==> config.mk <==
export PLATFORM = sky130hd
export DESIGN_NAME = abl_seq
export DESIGN_NICKNAME = d
export VERILOG_FILES = /design/src/rtl/abl_seq.sv
export SDC_FILE = /design/constraint.sdc
export NUM_CORES = 1
export LEC_CHECK = 0
export CELL_PAD_IN_SITES_DETAIL_PLACEMENT = 1
export CELL_PAD_IN_SITES_GLOBAL_PLACEMENT = 1
export CORE_AREA = 5 5 84 55
export DETAILED_ROUTE_END_ITERATION = 6
export DIE_AREA = 0 0 89 60
export PLACE_DENSITY = 0.76
export SLEW_MARGIN = 20
export SYNTH_ARGS = -nofsm -noshare
export SYNTH_HDL_FRONTEND = slang
export SYNTH_SLANG_ARGS = --single-unit
==> constraint.sdc <==
create_clock -name clk -period 2.5 [get_ports clk]
set_input_delay 0.75 -clock clk [delete_from_list [all_inputs] [get_ports clk]]
set_output_delay 0.75 -clock clk [all_outputs]
set_load 0.03 [all_outputs]
==> src/rtl/abl_seq.sv <==
// Addressing-mode sequencer for the low address byte path: steps the per-mode
// cycle sequence and drives op/ci/cond/load/increment controls to abl/abh.
module abl_seq #(
   parameter int unsigned VEC_CNT = 2
) (
   input  logic       clk,
   input  logic       rst_n,
   input  logic       start,
   input  logic [2:0] mode,
   input  logic       taken,
   input  logic       rdy,
   input  logic       co,
   input  logic       db7,
   output logic [4:0] op,
   output logic       ci,
   output logic       cond,
   output logic       ld_ahl,
   output logic       ld_pc,
   output logic       inc_pc,
   output logic       dec_h,
   output logic       busy,
   output logic       done
);

   localparam int unsigned   VW    = (VEC_CNT > 1) ? $clog2(VEC_CNT) : 1;
   localparam logic [VW-1:0] VLAST = VW'(VEC_CNT - 1);

   typedef enum logic [2:0] {
      M_ZPX,
      M_ABS,
      M_ABSX,
      M_BRA,
      M_VEC
   } mode_t;

   typedef enum logic [3:0] {
      S_IDLE,
      S_OPR1,
      S_OPR2,
      S_AHLD,
      S_ZIDX,
      S_IDX,
      S_FIX,
      S_BOFS,
      S_BTGT,
      S_BFIX,
      S_RESTORE,
      S_VEC
   } state_t;

   typedef struct packed {
      logic [4:0] op;
      logic       ci;
      logic       cond;
      logic       ld_ahl;
      logic       ld_pc;
      logic       inc_pc;
      logic       dec_h;
      logic       busy;
      logic       done_u;
   } ctl_t;

   state_t        state;
   state_t        nxt;
   mode_t         mode_r;
   mode_t         nmode;
   logic [VW-1:0] vidx;
   logic [VW-1:0] nvidx;
   ctl_t          ctl;

   // Control word for a state; done_u covers only the unconditional done states.
   function automatic ctl_t decode(input state_t s, input logic [VW-1:0] vi, input logic dh);
      ctl_t c;
      c      = '0;
      c.op   = 5'b00011;
      c.busy = (s != S_IDLE);
      case (s)
         S_OPR1, S_BOFS: begin
            c.ci     = 1'b1;
            c.ld_pc  = 1'b1;
            c.inc_pc = 1'b1;
         end
         S_OPR2: begin
            c.ci     = 1'b1;
            c.ld_pc  = 1'b1;
            c.inc_pc = 1'b1;
            c.ld_ahl = 1'b1;
         end
         S_AHLD: begin
            c.op     = 5'b01010;
            c.done_u = 1'b1;
         end
         S_ZIDX: begin
            c.op     = 5'b01101;
            c.cond   = 1'b1;
            c.done_u = 1'b1;
         end
         S_IDX:  c.op = 5'b01001;
         S_FIX: begin
            c.op     = 5'b10011;
            c.done_u = 1'b1;
         end
         S_BTGT: begin
            c.op    = 5'b01111;
            c.cond  = 1'b1;
            c.ld_pc = 1'b1;
         end
         S_BFIX: begin
            c.op     = 5'b10011;
            c.dec_h  = dh;
            c.done_u = 1'b1;
         end
         S_RESTORE: c.op = 5'b00110;
         S_VEC: begin
            c.op     = 5'b00000;
            c.ci     = (vi != '0);
            c.ld_ahl = (vi != VLAST);
            c.done_u = (vi == VLAST);
         end
         default: ;
      endcase
      return c;
   endfunction

   always_comb begin
      nxt   = state;
      nmode = mode_r;
      nvidx = vidx;
      if (rdy) begin
         case (state)
            S_IDLE: begin
               if (start && (mode <= 3'd4)) begin
                  nmode = mode_t'(mode);
                  nvidx = '0;
                  nxt   = (mode_t'(mode) == M_VEC) ? S_VEC : S_OPR1;
               end
            end
            S_OPR1: begin
               case (mode_r)
                  M_ZPX:   nxt = S_ZIDX;
                  M_BRA:   nxt = S_BOFS;
                  default: nxt = S_OPR2;
               endcase
            end
            S_OPR2:    nxt = (mode_r == M_ABS) ? S_AHLD : S_IDX;
            S_AHLD:    nxt = S_RESTORE;
            S_ZIDX:    nxt = S_RESTORE;
            S_IDX:     nxt = co ? S_FIX : S_RESTORE;
            S_FIX:     nxt = S_RESTORE;
            S_BOFS:    nxt = taken ? S_BTGT : S_IDLE;
            S_BTGT:    nxt = (co ^ db7) ? S_BFIX : S_IDLE;
            S_BFIX:    nxt = S_IDLE;
            S_RESTORE: nxt = S_IDLE;
            S_VEC: begin
               if (vidx == VLAST) nxt = S_RESTORE;
               else               nvidx = vidx + 1'b1;
            end
            default:   nxt = S_IDLE;
         endcase
      end
   end

   // Control word is registered from the next state; dec_h takes db7 on the BTGT->BFIX step.
   always_ff @(posedge clk or negedge rst_n) begin
      if (!rst_n) begin
         state  <= S_IDLE;
         mode_r <= M_ZPX;
         vidx   <= '0;
         ctl    <= decode(S_IDLE, '0, 1'b0);
      end else if (rdy) begin
         state  <= nxt;
         mode_r <= nmode;
         vidx   <= nvidx;
         ctl    <= decode(nxt, nvidx, db7);
      end
   end

   assign op     = ctl.op;
   assign ci     = ctl.ci;
   assign cond   = ctl.cond;
   assign dec_h  = ctl.dec_h;
   assign busy   = ctl.busy;
   assign ld_ahl = ctl.ld_ahl & rdy;
   assign ld_pc  = ctl.ld_pc  & rdy;
   assign inc_pc = ctl.inc_pc & rdy;

   // Carry/branch-qualified done comes straight off the live path inputs.
   assign done = rdy & (ctl.done_u
                        | ((state == S_IDX)  & ~co)
                        | ((state == S_BOFS) & ~taken)
                        | ((state == S_BTGT) & ~(co ^ db7)));

endmodule

Yosys cells after proc, flatten, opt, wreduce, memory -nomap -nowiden
Cells that the tools add are included.
Operators by class
  add/sub/neg operators: 1
  order comparisons: 1
  equality and inequality tests: 23
  muxes and demuxes: 22
  bitwise gates (word level): 15
  reductions and logical operators: 11
Operator list (count)
  $pmux W5 S7: 1
  $eq A4 B3 Y1 const B: 8
  $pmux W4 S8: 1
  $mux W4: 7
  $eq A4 B4 Y1 const B: 6
  $eq A4 B2 Y1 const B: 4
  $eq A4 B1 Y1 const B: 2
  $pmux W1 S2: 4
  $reduce_or A4 Y1: 2
  $and A1 B1 Y1: 7
  $mux W1: 7
  $pmux W3 S2: 1
  $reduce_or A3 Y1: 2
  $logic_not A4 Y1: 1
  $not A1 Y1: 4
  $reduce_bool A4 Y1: 1
  $reduce_or A2 Y1: 2
  $eq A3 B1 Y1 const B: 1
  $eq A3 B2 Y1 const B: 1
  $eq A3 B3 Y1 const B: 1
  $le A3 B3 Y1 const B: 1
  $logic_not A3 Y1: 1
  $mux W3: 1
  $or A1 B1 Y1: 3
  other kinds (4): 4
Word-level totals
  register bits: 21
  bits of input ports: 10
  output and inout bits: 13
  logic and storage cells: 85

Longest topological paths before layout
Gate-level depths: netlist of the first run.
  depth after elaboration: 8
  depth in mapped cells: 10
  gate-level depth less buffers: 8

Worst setup path before layout of the first run
OpenSTA, ideal clock, no wires.
  path type: input -> register
  start point: input rdy
  end point: register ctl[4] (netlist bit)
  setup time: 82 ps
  arrival time: 2311 ps
  required time: 2418 ps
  setup slack: 107 ps
  cell stages on the path: 7
  buffers on the path: 1
  cell sequence: clkbuf_1 > nor2b_1 > a22o_2 > o21a_2 > nor2_1 > or4b_1 > a31oi_1
On the way
  word-level cells in the longest chain between the ends: 4
  elaborated cells between the ends (all ways): 7
  those cells by class: 4 x eq/ne; 2 x mux; 1 x reduce/logical
Ends and longest elaborated chain
  start: declaration: line 11  | input logic rdy,
  $mux W4: line 129  | if (rdy) begin
  $eq A4 B4 Y1, or another cell as far along: line 77  | case (s)
  $reduce_or A4 Y1 (no source line)
  $mux W1: line 77
  end signal: assignment: line 169  | ctl <= decode(S_IDLE, '0, 1'b0);
  end signal: assignment: line 174  | ctl <= decode(nxt, nvidx, db7);
  end: declaration: line 69  | ctl_t ctl;
Parallel ways exist; a longest one is shown, timed or not.
A chain may end at the register's enable or synchronous reset.

Worst setup path after layout of the first run
  start point: input mode[2]
  end point: register ctl[4] (netlist bit)
On the way
  word-level cells in the longest chain between the ends: 8
  elaborated cells between the ends (all ways): 13
  those cells by class: 1 x order compare; 5 x eq/ne; 5 x mux; 2 x reduce/logical
Ends and longest elaborated chain
  start: declaration: line 9  | input logic [2:0] mode,
  $le A3 B3 Y1 / $eq A3 B3 Y1 (equally long branches): line 132, 135
  $logic_and A1 B1 Y1 / $mux W4 (equally long branches): line 132, 135
  $mux W4 *: line 132  | if (start && (mode <= 3'd4)) begin
  $pmux W4 S8 *: line 130  | case (state)
  $mux W4 *: line 129
  $eq A4 B4 Y1, or another cell as far along: line 77
  $reduce_or A4 Y1 (no source line) *
  $mux W1 *: line 77
Mark *: on every way between the ends. The rest lies on a longest branch, timed or not.

==> results.md, run 1 <==
* #FFs+latches synth at 21
* Slew margin rel. at 0.7807
* Max Transition Viols Final at 0
* Worst r2r path cells at 6
* CTS tree: done
* Total Routing Usage GR at 0.1889
* WHS at 0.4839 ns
* Fin. Hold Viols at 0
* Post-Route WL at 4707 µm
* Area growth syn-to-layout at 39.82%
* Cell variety after synth at 54
* Sequential-to-total area share from yosys stat at 0.3702
* Global Route met3 Usage at 0.03719
* Root buf cell: clkbuf_8
* Switch Pwr at 1179 µW
* Fill count at 461
* Status: complete, no violations
* Ratio of final minimum period to clock period at 0.9731
* Syn Nets at 164
* Non-Filler Instances at 251
* Worst Skew at 0.003444 ns
* Layout Nets at 212
* Routability cong. at 0.8562
* Critical Path RT at 2.69 ns
* Fin area at 1994 µm²
* Hold_sp: ctl[5]
* TritonCTS Buffers at 3
* Largest net degree at the start of global routing at 22
* Hold Path End: ctl[5]
* H-tree depth at 1
* P_leak at 0.0008753 µW
* Gr ovfl total at 0
* Largest stage delay on the critical path at 0.47 ns
* CORE AREA at 3851 µm²
* 1st-iter DRT viols at 79
* CP max stage cell: or4b_4
* Number of flops mapped to enable cells by yosys at 0
* Vias in the first global route at 1,516
* Hold depth at 1
* Starting Density at 0.3704
* Comb pwr share at 0.649
* CTS sink cnt at 21
* CP endpoint kind: register
* Die height at 60 µm
* Vias per cell at 5.542
* DP Worst Slack at -0.4798 ns
* Worst VDD drop at 0.5735 mV
* Setup TNS at 0 ns
* Clk pwr share at 0.090
* Worst R2R Start: state[0]
* Vias at 1,391
* Post-Place Cell Area at 1832 µm²
* Worst EP arrival at 2.62 ns
* Flop pwr share at 0.261
* # setup viols final at 0
* Die Width at 89 µm
* Clock-pin slew of the registers on the worst-case setup and hold paths at 0.08 ns
* Cell Chain, Critical Path: clkdlybuf4s15_1 > nor3b_1 > a221o_2 > o21ai_4 > nand2_4 > nand2_1 > or4b_4 > a31oi_4
* Initial antenna violation count at 0
* DP HPWL at 3590 µm
* Critical path class: primary input to register
* Main synth FF type: dfrtp_1
* Net Sw Frac at 0.4477
* WL/cell at 18.75 µm
* Area of the multi-input gates at 867.1 µm²
* Crit path max fanout at 4
* HP Class: register to register
* Post-route ant nets at 0
* Seq. cell area at 533.0 µm²
* Fmax at 0.4111 GHz
* Worst skew pair latency at 0.27 ns
* Internal power at 1454 µW
* Final WS setup at 0.06736 ns
* Slew at the pin closest to its max-slew limit at 0.3289 ns
* Grt met1 use at 0.2431
* Element type at the critical path start: primary input
* Clk buf depth at 2
* First-pass GRT wire length at 7603 µm
* Placed cells at 243
* I/O pin count at 23
* Synth Instances at 154
* Synth Area per Inst at 9.262 µm²
* Diode count at 0
* Global Route met2 Usage at 0.3203
* Layout cell share with drive strength beyond 1 at 0.3980
* Pwr per Cell Area at 1320 nW/µm²
* Crit path time final at 2.433 ns
* DIE AREA at 5340 µm²
* Reg-to-reg slack, setup at 0.19 ns
* Drt pass-1 iters at 4
* Port Buf Inserts at 22
* Max-capacitance violation count at 0
* Post-route DRC at 0
* Row count at 18
* Worst r2r dst: ctl[4]
* Cell Area, Synth at 1426 µm²
* GR peak layer: met2
* Synth Warn # at 0
* Async set-or-reset flop fraction in the synthesized netlist at 1.000
## synthesized netlist by cell type, types with 2 or more instances
| cell | count | share of area |
|---|---|---|
| a21oi_1 | 4 | 0.014 |
| a21oi_2 | 2 | 0.012 |
| a22o_1 | 4 | 0.025 |
| a22oi_1 | 2 | 0.011 |
| a31oi_1 | 4 | 0.018 |
| a41oi_1 | 3 | 0.018 |
| and2_1 | 4 | 0.018 |
| buf_2 | 2 | 0.0070 |
| buf_4 | 6 | 0.032 |
| buf_6 | 3 | 0.024 |
| clkbuf_1 | 3 | 0.0079 |
| dfrtp_1 | 19 | 0.33 |
| dfstp_2 | 2 | 0.037 |
| inv_1 | 2 | 0.0053 |
| inv_2 | 3 | 0.0079 |
| mux2_2 | 3 | 0.024 |
| nand2_1 | 9 | 0.024 |
| nand2b_1 | 2 | 0.0088 |
| nand3_1 | 4 | 0.014 |
| nor2_1 | 16 | 0.042 |
| nor2b_1 | 7 | 0.031 |
| nor3_1 | 3 | 0.011 |
| nor3_2 | 2 | 0.014 |
| nor3b_1 | 3 | 0.016 |
| o21ai_0 | 5 | 0.018 |
| o22a_1 | 2 | 0.012 |
| o22ai_1 | 2 | 0.0088 |
| o2bb2ai_1 | 2 | 0.012 |
| or3_1 | 2 | 0.0088 |
| xnor2_1 | 5 | 0.031 |
## flip-flops by register name, indices dropped and copies added, names as in the netlist
name and flops:
vidx 1, ci 1, state 4, dec_h 1, mode_r 3, op 5, cond 1, ctl 4
busy 1
## worst max-delay path: cells and delay by family
family,cells,cell delay (ns)
compound gates,3,0.82
buf+inv,1,0.24
simple gates,4,0.80
## worst max-delay path by stage
stage	startpoint	endpoint	slack [ns]
after CTS	taken	done	-0.04
final	mode[2]	ctl[4]	0.07
after floorplan	rdy	ctl[4]	0.11
after global placement	rdy	op[1]	-0.35
after global routing	state[3]	done	-0.006
after detailed placement	mode[2]	ctl[4]	-0.48
## power by group through the flow
stage	registers, µW	clock network [µW]	logic, µW
2_1_floorplan	614	0	983
3_3_place_gp	654	0	1490
3_5_place_dp	669	0	1560
4_1_cts	674	239	1660
5_1_grt	710	254	1840
6_report	687	236	1710
## stage by stage
step / utilization / total power, µW
5_1_grt: 0.5179 / 2809
3_3_place_gp: 0.4756 / 2140
4_1_cts: 0.5075 / 2570
6_report: 0.5179 / 2633
2_1_floorplan: - / 1597
3_5_place_dp: 0.4756 / 2232
## layer usage
| metal | wire length [µm] | part of all wire | up-vias |
|---|---|---|---|
| met5 | 0 | 0 | - |
| met4 | 164 | 0.035 | 0 |
| met3 | 273 | 0.058 | 14 |
| met2 | 2131 | 0.45 | 43 |
| met1 | 2138 | 0.45 | 682 |
| li1 | - | - | 652 |
## repair_timing
action	CTS	global route
pin swaps	8	4
resized for setup	22	14
endpoints found under the setup margin	14	4
setup buffers	4	0
hold buffers	0	0
endpoints found under the hold margin	0	0
## layout make-up
cell class,count,area share
multi-input combinational,114,0.4348
sequential,21,0.2673
timing repair buffer,57,0.2346
tap,50,0.03137
clock buffer,4,0.02258
inverter,5,0.009410
## cell families after synthesis
kind of cell | Yosys count | share of synthesized area
AOI/OAI and AO/OA | 43 | 0.2386
buffers and inverters | 19 | 0.08333
DFF | 21 | 0.3702
muxes | 4 | 0.03070
xor gates and xnor gates | 5 | 0.03070
and+or+nand+nor | 62 | 0.2465
## layout by cell type (no fill, tap or decap), drive strengths merged, types with 4 or more instances in the layout
| master | instances |
|---|---|
| buf | 40 |
| xnor2 | 5 |
| a31oi | 4 |
| inv | 5 |
| o21ai | 7 |
| a21oi | 6 |
| nand2 | 10 |
| dfrtp | 19 |
| nand3 | 4 |
| and2 | 4 |
| nor3 | 5 |
| nor2 | 17 |
| dlygate4sd2 | 4 |
| a22o | 5 |
| clkbuf | 5 |
| nor2b | 7 |
| clkdlybuf4s50 | 10 |
No activity file was read; power rests on OpenSTA's default activity.
==> run 2, diff against run 1 <==
Settings changed: MAX_ROUTING_LAYER set to met4, TNS_END_PERCENT set to 5.
==> results.md, run 2 (same netlist as run 1, synthesis figures left out) <==
* Worst r2r path cells at 6 (unchanged)
* Hold depth at 1 (unchanged)
* Clk buf depth at 2 (unchanged)
* Port Buf Inserts at 22 (unchanged)
* Critical Path RT at 2.70 ns (was 2.69 ns)
* CP endpoint kind: register (unchanged)
* Slew margin rel. at 0.7886 (was 0.7807)
* Most frequent cells in the layout: buf_4 (37), nor2_1 (16), dfrtp_1 (15) (unchanged)
* Hold Path End: ctl[5] (unchanged)
* Area growth syn-to-layout at 38.77% (was 39.82%)
* Fmax at 0.4146 GHz (was 0.4111 GHz)
* Post-CTS Hold Buffers at 0 (unchanged)
* CORE AREA at 3851 µm² (unchanged)
* Commonest non-fill, non-tap cell in the layout: buf_4 (unchanged)
* RSZ-0062 raised after global routing: false
* Wl on met1 at 2160 µm (was 2138 µm)
* Pwr per Cell Area at 1321 nW/µm² (was 1320 nW/µm²)
* Routability cong. at 0.8699 (was 0.8562)
* Vias at 1,399 (was 1,391)
* Initial antenna violation count at 0 (unchanged)
* Crit path max fanout at 4 (unchanged)
* Critical path class: primary input to register (unchanged)
* Row count at 18 (unchanged)
* Post-Route Utilization at 0.5140 (was 0.5179)
* Gr ovfl total at 0 (unchanged)
* First-pass GRT wire length at 7576 µm (was 7603 µm)
* Worst R2R Start: state[0] (unchanged)
* Worst skew pair latency at 0.27 ns (about the same)
* DIE AREA at 5340 µm² (unchanged)
* Fin. Hold Viols at 0 (unchanged)
* Reg-to-reg slack, setup at 0.23 ns (was 0.19 ns)
* I/O pin count at 23 (unchanged)
* Layout Nets at 212 (unchanged)
* Flop pwr share at 0.261 (about the same)
* Starting Density at 0.3704 (unchanged)
* Largest net degree at the start of global routing at 22 (unchanged)
* P_leak at 0.0008729 µW (was 0.0008753 µW)
* Max-capacitance violation count at 0 (unchanged)
* Fill count at 463 (was 461)
* Die Width at 89 µm (unchanged)
* WL/cell at 18.64 µm (was 18.75 µm)
* Hold_sp: ctl[5] (unchanged)
* Vias per cell at 5.574 (was 5.542)
* HP Class: register to register (unchanged)
* # setup viols final at 0 (unchanged)
* H-tree depth at 1 (unchanged)
* Slew at the pin closest to its max-slew limit at 0.3161 ns (was 0.3289 ns)
* Root buf cell: clkbuf_8 (unchanged)
* Worst r2r dst: ctl[4] (unchanged)
* Clock-pin slew of the registers on the worst-case setup and hold paths at 0.09 ns (was 0.08 ns)
* Status: complete, no violations (unchanged)
* Comb pwr share at 0.648 (was 0.649)
* Crit path time final at 2.412 ns (was 2.433 ns)
* Worst Skew at 0.004893 ns (was 0.003444 ns)
* Total Routing Usage GR at 0.1939 (was 0.1889)
* Setup TNS at 0 ns (unchanged)
* Met2 routed WL at 2146 µm (was 2131 µm)
* Top Metal Used: met4 (unchanged)
* Net Sw Frac at 0.4478 (was 0.4477)
* DP HPWL at 3590 µm (unchanged)
* Layout cell share with drive strength beyond 1 at 0.3930 (was 0.3980)
* Post-route ant nets at 0 (unchanged)
* Vias in the first global route at 1,531 (was 1,516)
* Switch Pwr at 1171 µW (was 1179 µW)
* Clk pwr share at 0.091 (was 0.090)
* Worst EP arrival at 2.61 ns (was 2.62 ns)
* 1st-iter DRT viols at 78 (was 79)
* Diode count at 0 (unchanged)
* WHS at 0.4840 ns (was 0.4839 ns)
* Max Transition Viols Final at 0 (unchanged)
* Metal3 WL at 222 µm (was 273 µm)
* Post-Route WL at 4679 µm (was 4707 µm)
* Drt pass-1 iters at 4 (unchanged)
* Internal power at 1444 µW (was 1454 µW)
* Die height at 60 µm (unchanged)
* Worst VDD drop at 0.5690 mV (was 0.5735 mV)
* Ratio of final minimum period to clock period at 0.9647 (was 0.9731)
* CTS tree: done (unchanged)
* Post-route DRC at 0 (unchanged)
* TritonCTS Buffers at 3 (unchanged)
* Element type at the critical path start: primary input (unchanged)
* Max reg flops at 5 (unchanged)
* CTS sink cnt at 21 (unchanged)
run 2: power by group through the flow:
stage / sequential (µW) / clock [µW] / combinational (µW)
2_1_floorplan: 614 / 0 / 983
3_3_place_gp: 654 / 0 / 1490
3_5_place_dp: 669 / 0 / 1560
4_1_cts: 674 / 239 / 1660
5_1_grt: 707 / 253 / 1820
6_report: 683 / 238 / 1690
run 2: worst max-delay path, stage by stage:
cell and delay (ns):
clkdlybuf4s15_1 0.24, nor3b_1 0.17, a221o_2 0.40, o21ai_4 0.24
nand2_4 0.09, buf_4 0.16, nor2_1 0.19, nand2_1 0.10
a31o_2 0.25
run 2: what timing repair did:
item,in CTS,in global routing
pin swaps,8,3
endpoints found under the setup margin,14,4
buffers inserted,4,0
gates resized for setup,22,12
run 2: worst max-delay path by stage:
stage	depth (start not counted)	slack [ns]	startpoint	end
2_1_floorplan	7	0.11	rdy	ctl[4]
6_report	9	0.09	mode[2]	op[1]
4_1_cts	5	-0.04	taken	done
3_5_place_dp	7	-0.48	mode[2]	ctl[4]
3_3_place_gp	10	-0.35	rdy	op[1]
5_1_grt	9	0.004	mode[2]	op[1]
run 2: cell type report:
class | instances | area, µm² | share of cell area
sequential | 21 | 533.0 | 0.2693
inverter | 5 | 18.77 | 0.009482
multi-input combinational | 114 | 852.1 | 0.4305
clock buffer | 4 | 45.04 | 0.02276
timing repair buffer | 57 | 467.9 | 0.2364
tap | 50 | 62.56 | 0.03161
run 2: per-layer routing:
metal,up-vias,track usage
li1,652,-
met1,706,0.2397
met2,29,0.3214
met3,12,0.03857
met4,0,0.06157
met5,-,-
run 2: stage by stage:
stage	area, µm²	power [µW]	cells	setup WS [ns]
4_1_cts	1954	2570	251	-0.04151
3_5_place_dp	1832	2232	243	-0.4798
5_1_grt	1979	2779	251	0.004468
6_report	1979	2615	251	0.08827
2_1_floorplan	1426	1597	154	0.1068
3_3_place_gp	1832	2140	243	-0.3484
==> run 3, diff against run 2 <==
Settings changed: SKIP_LAST_GASP set to 1, TNS_END_PERCENT 5 to unset.
==> results.md, run 3 (same netlist as run 1, synthesis figures left out) <==
* Fin. Hold Viols at 0 (unchanged)
* CTS tree: done (unchanged)
* Clock-pin slew of the registers on the worst-case setup and hold paths at 0.09 ns (about the same)
* Initial antenna violation count at 0 (unchanged)
* Critical Path RT at 1.75 ns (was 2.70 ns)
* Setup TNS at 0 ns (unchanged)
* Row count at 18 (unchanged)
* Max-capacitance violation count at 0 (unchanged)
* Root buf cell: clkbuf_8 (unchanged)
* DIE AREA at 5340 µm² (unchanged)
* # setup viols final at 0 (unchanged)
* Worst r2r path cells at 6 (unchanged)
* Worst EP arrival at 1.73 ns (was 2.61 ns)
* CTS sink cnt at 21 (unchanged)
* Post-route ant nets at 0 (unchanged)
* Slew at the pin closest to its max-slew limit at 0.3161 ns (unchanged)
* GR peak layer: met2 (unchanged)
* I/O pin count at 23 (unchanged)
* Vias per cell at 5.574 (unchanged)
* Worst VDD drop at 0.5690 mV (about the same)
* Placed cells at 243 (unchanged)
* Ratio of final minimum period to clock period at 0.9925 (was 0.9647)
* Fill count at 462 (was 463)
* DP HPWL at 3590 µm (unchanged)
* CP endpoint kind: output pin (was register)
* Status: complete, no violations (unchanged)
* Max reg flops at 5 (unchanged)
* Port Buf Inserts at 22 (unchanged)
* Vias at 1,399 (unchanged)
* Post-Route WL at 4679 µm (unchanged)
* Crit path max fanout at 2 (was 4)
* Post-Route Utilization at 0.5149 (was 0.5140)
* First-pass GRT wire length at 7576 µm (unchanged)
* Die Width at 89 µm (unchanged)
* Worst Skew at 0.004778 ns (was 0.004893 ns)
* TritonCTS Buffers at 3 (unchanged)
* Die height at 60 µm (unchanged)
* Crit path time final at 2.481 ns (was 2.412 ns)
* Hold depth at 1 (unchanged)
* Largest net degree at the start of global routing at 22 (unchanged)
* Element type at the critical path start: primary input (unchanged)
* P_leak at 0.0008646 µW (was 0.0008729 µW)
* 1st-iter DRT viols at 78 (unchanged)
* Total Routing Usage GR at 0.1939 (unchanged)
* Starting Density at 0.3704 (unchanged)
* Area growth syn-to-layout at 39.03% (was 38.77%)
* Layout cell share with drive strength beyond 1 at 0.3930 (unchanged)
* Commonest non-fill, non-tap cell in the layout: buf_4 (unchanged)
* HP Class: register to register (unchanged)
* Slew margin rel. at 0.7886 (unchanged)
* Clk buf depth at 2 (unchanged)
* RSZ-0062 raised after global routing: true (was false)
* Vias in the first global route at 1,531 (unchanged)
* Total power at 2616 µW (was 2615 µW)
* Worst skew pair latency at 0.27 ns (about the same)
* Non-Filler Instances at 251 (unchanged)
* Routability cong. at 0.8699 (unchanged)
* Max Transition Viols Final at 0 (unchanged)
* Final WS setup at 0.01878 ns (was 0.08827 ns)
* Fmax at 0.4030 GHz (was 0.4146 GHz)
* Most frequent cells in the layout: buf_4 (37), nor2_1 (16), dfrtp_1 (15) (unchanged)
* WL/cell at 18.64 µm (unchanged)
* Gr ovfl total at 0 (unchanged)
* Worst R2R Start: state[0] (unchanged)
* H-tree depth at 1 (unchanged)
* Hold Path End: ctl[5] (unchanged)
* CORE AREA at 3851 µm² (unchanged)
* Global Route met2 Usage at 0.3214 (unchanged)
* Hold_sp: ctl[5] (unchanged)
* Critical path class: primary input to output pin (was primary input to register)
* Layout Nets at 212 (unchanged)
* Worst r2r dst: ctl[4] (unchanged)
* Pwr per Cell Area at 1319 nW/µm² (was 1321 nW/µm²)
* Drt pass-1 iters at 4 (unchanged)
* Global Route met3 Usage at 0.03857 (unchanged)
* Diode count at 0 (unchanged)
* Grt met1 use at 0.2397 (unchanged)
* Reg-to-reg slack, setup at 0.22 ns (was 0.23 ns)
* DP Worst Slack at -0.4798 ns (unchanged)
* Post-route DRC at 0 (unchanged)
## run 3: cell types whose count changed in the layout (fill, tap and decap cells not counted)
cell,before,now
buf_2,1,0
dlymetal6s2s_1,1,0
clkdlybuf4s50_1,10,11
clkdlybuf4s15_2,0,1
## run 3: layer usage
metal  vias up  wire [µm]
met5         -          0
met4         0        149
met3        12        212
met2        29       2144
met1       706       2172
li1        652          -
## run 3: metrics by stage
step | hold slack, ns | area [µm²]
CTS | 0.4890 | 1954
detailed placement | 0.4683 | 1832
floorplan | 0.4472 | 1426
global placement | 0.4654 | 1832
finish | 0.4840 | 1983
global route | 0.5193 | 1983
## run 3: area by class of cell
cell class	instances	area, µm²	area share
flip-flops and latches	21	533.0	0.2688
multi-input cells	114	852.1	0.4297
clock buffers	4	45.04	0.02271
well taps	50	62.56	0.03155
inverters	5	18.77	0.009464
repair buffers	57	471.7	0.2379
## run 3: timing repair
item,in CTS,in global routing
endpoints found under the setup margin,14,4
setup buffers,4,0
pin swaps,8,3
resized for setup,22,10
hold buffers,0,0
## run 3: how the worst max path moves through the flow
| stage | depth (start not counted) | from | endpoint | slack [ns] |
|---|---|---|---|---|
| 2_1_floorplan | 7 | rdy | ctl[4] | 0.11 |
| 3_3_place_gp | 10 | rdy | op[1] | -0.35 |
| 3_5_place_dp | 7 | mode[2] | ctl[4] | -0.48 |
| 4_1_cts | 5 | taken | done | -0.04 |
| 5_1_grt | 6 | co | done | -0.03 |
| 6_report | 6 | co | done | 0.02 |
## run 3: critical path, stage by stage
cell and delay [ns]:
clkdlybuf4s15_2 0.22, xnor2_2 0.14, a31oi_1 0.20, o22ai_2 0.10, o21a_1 0.19, buf_6 0.13
## run 3: where the power goes
group,switching [µW],leakage (µW),internal [µW]
clock network,123,0.0000228,114
registers,193,0.000255,490
logic,854,0.000586,841
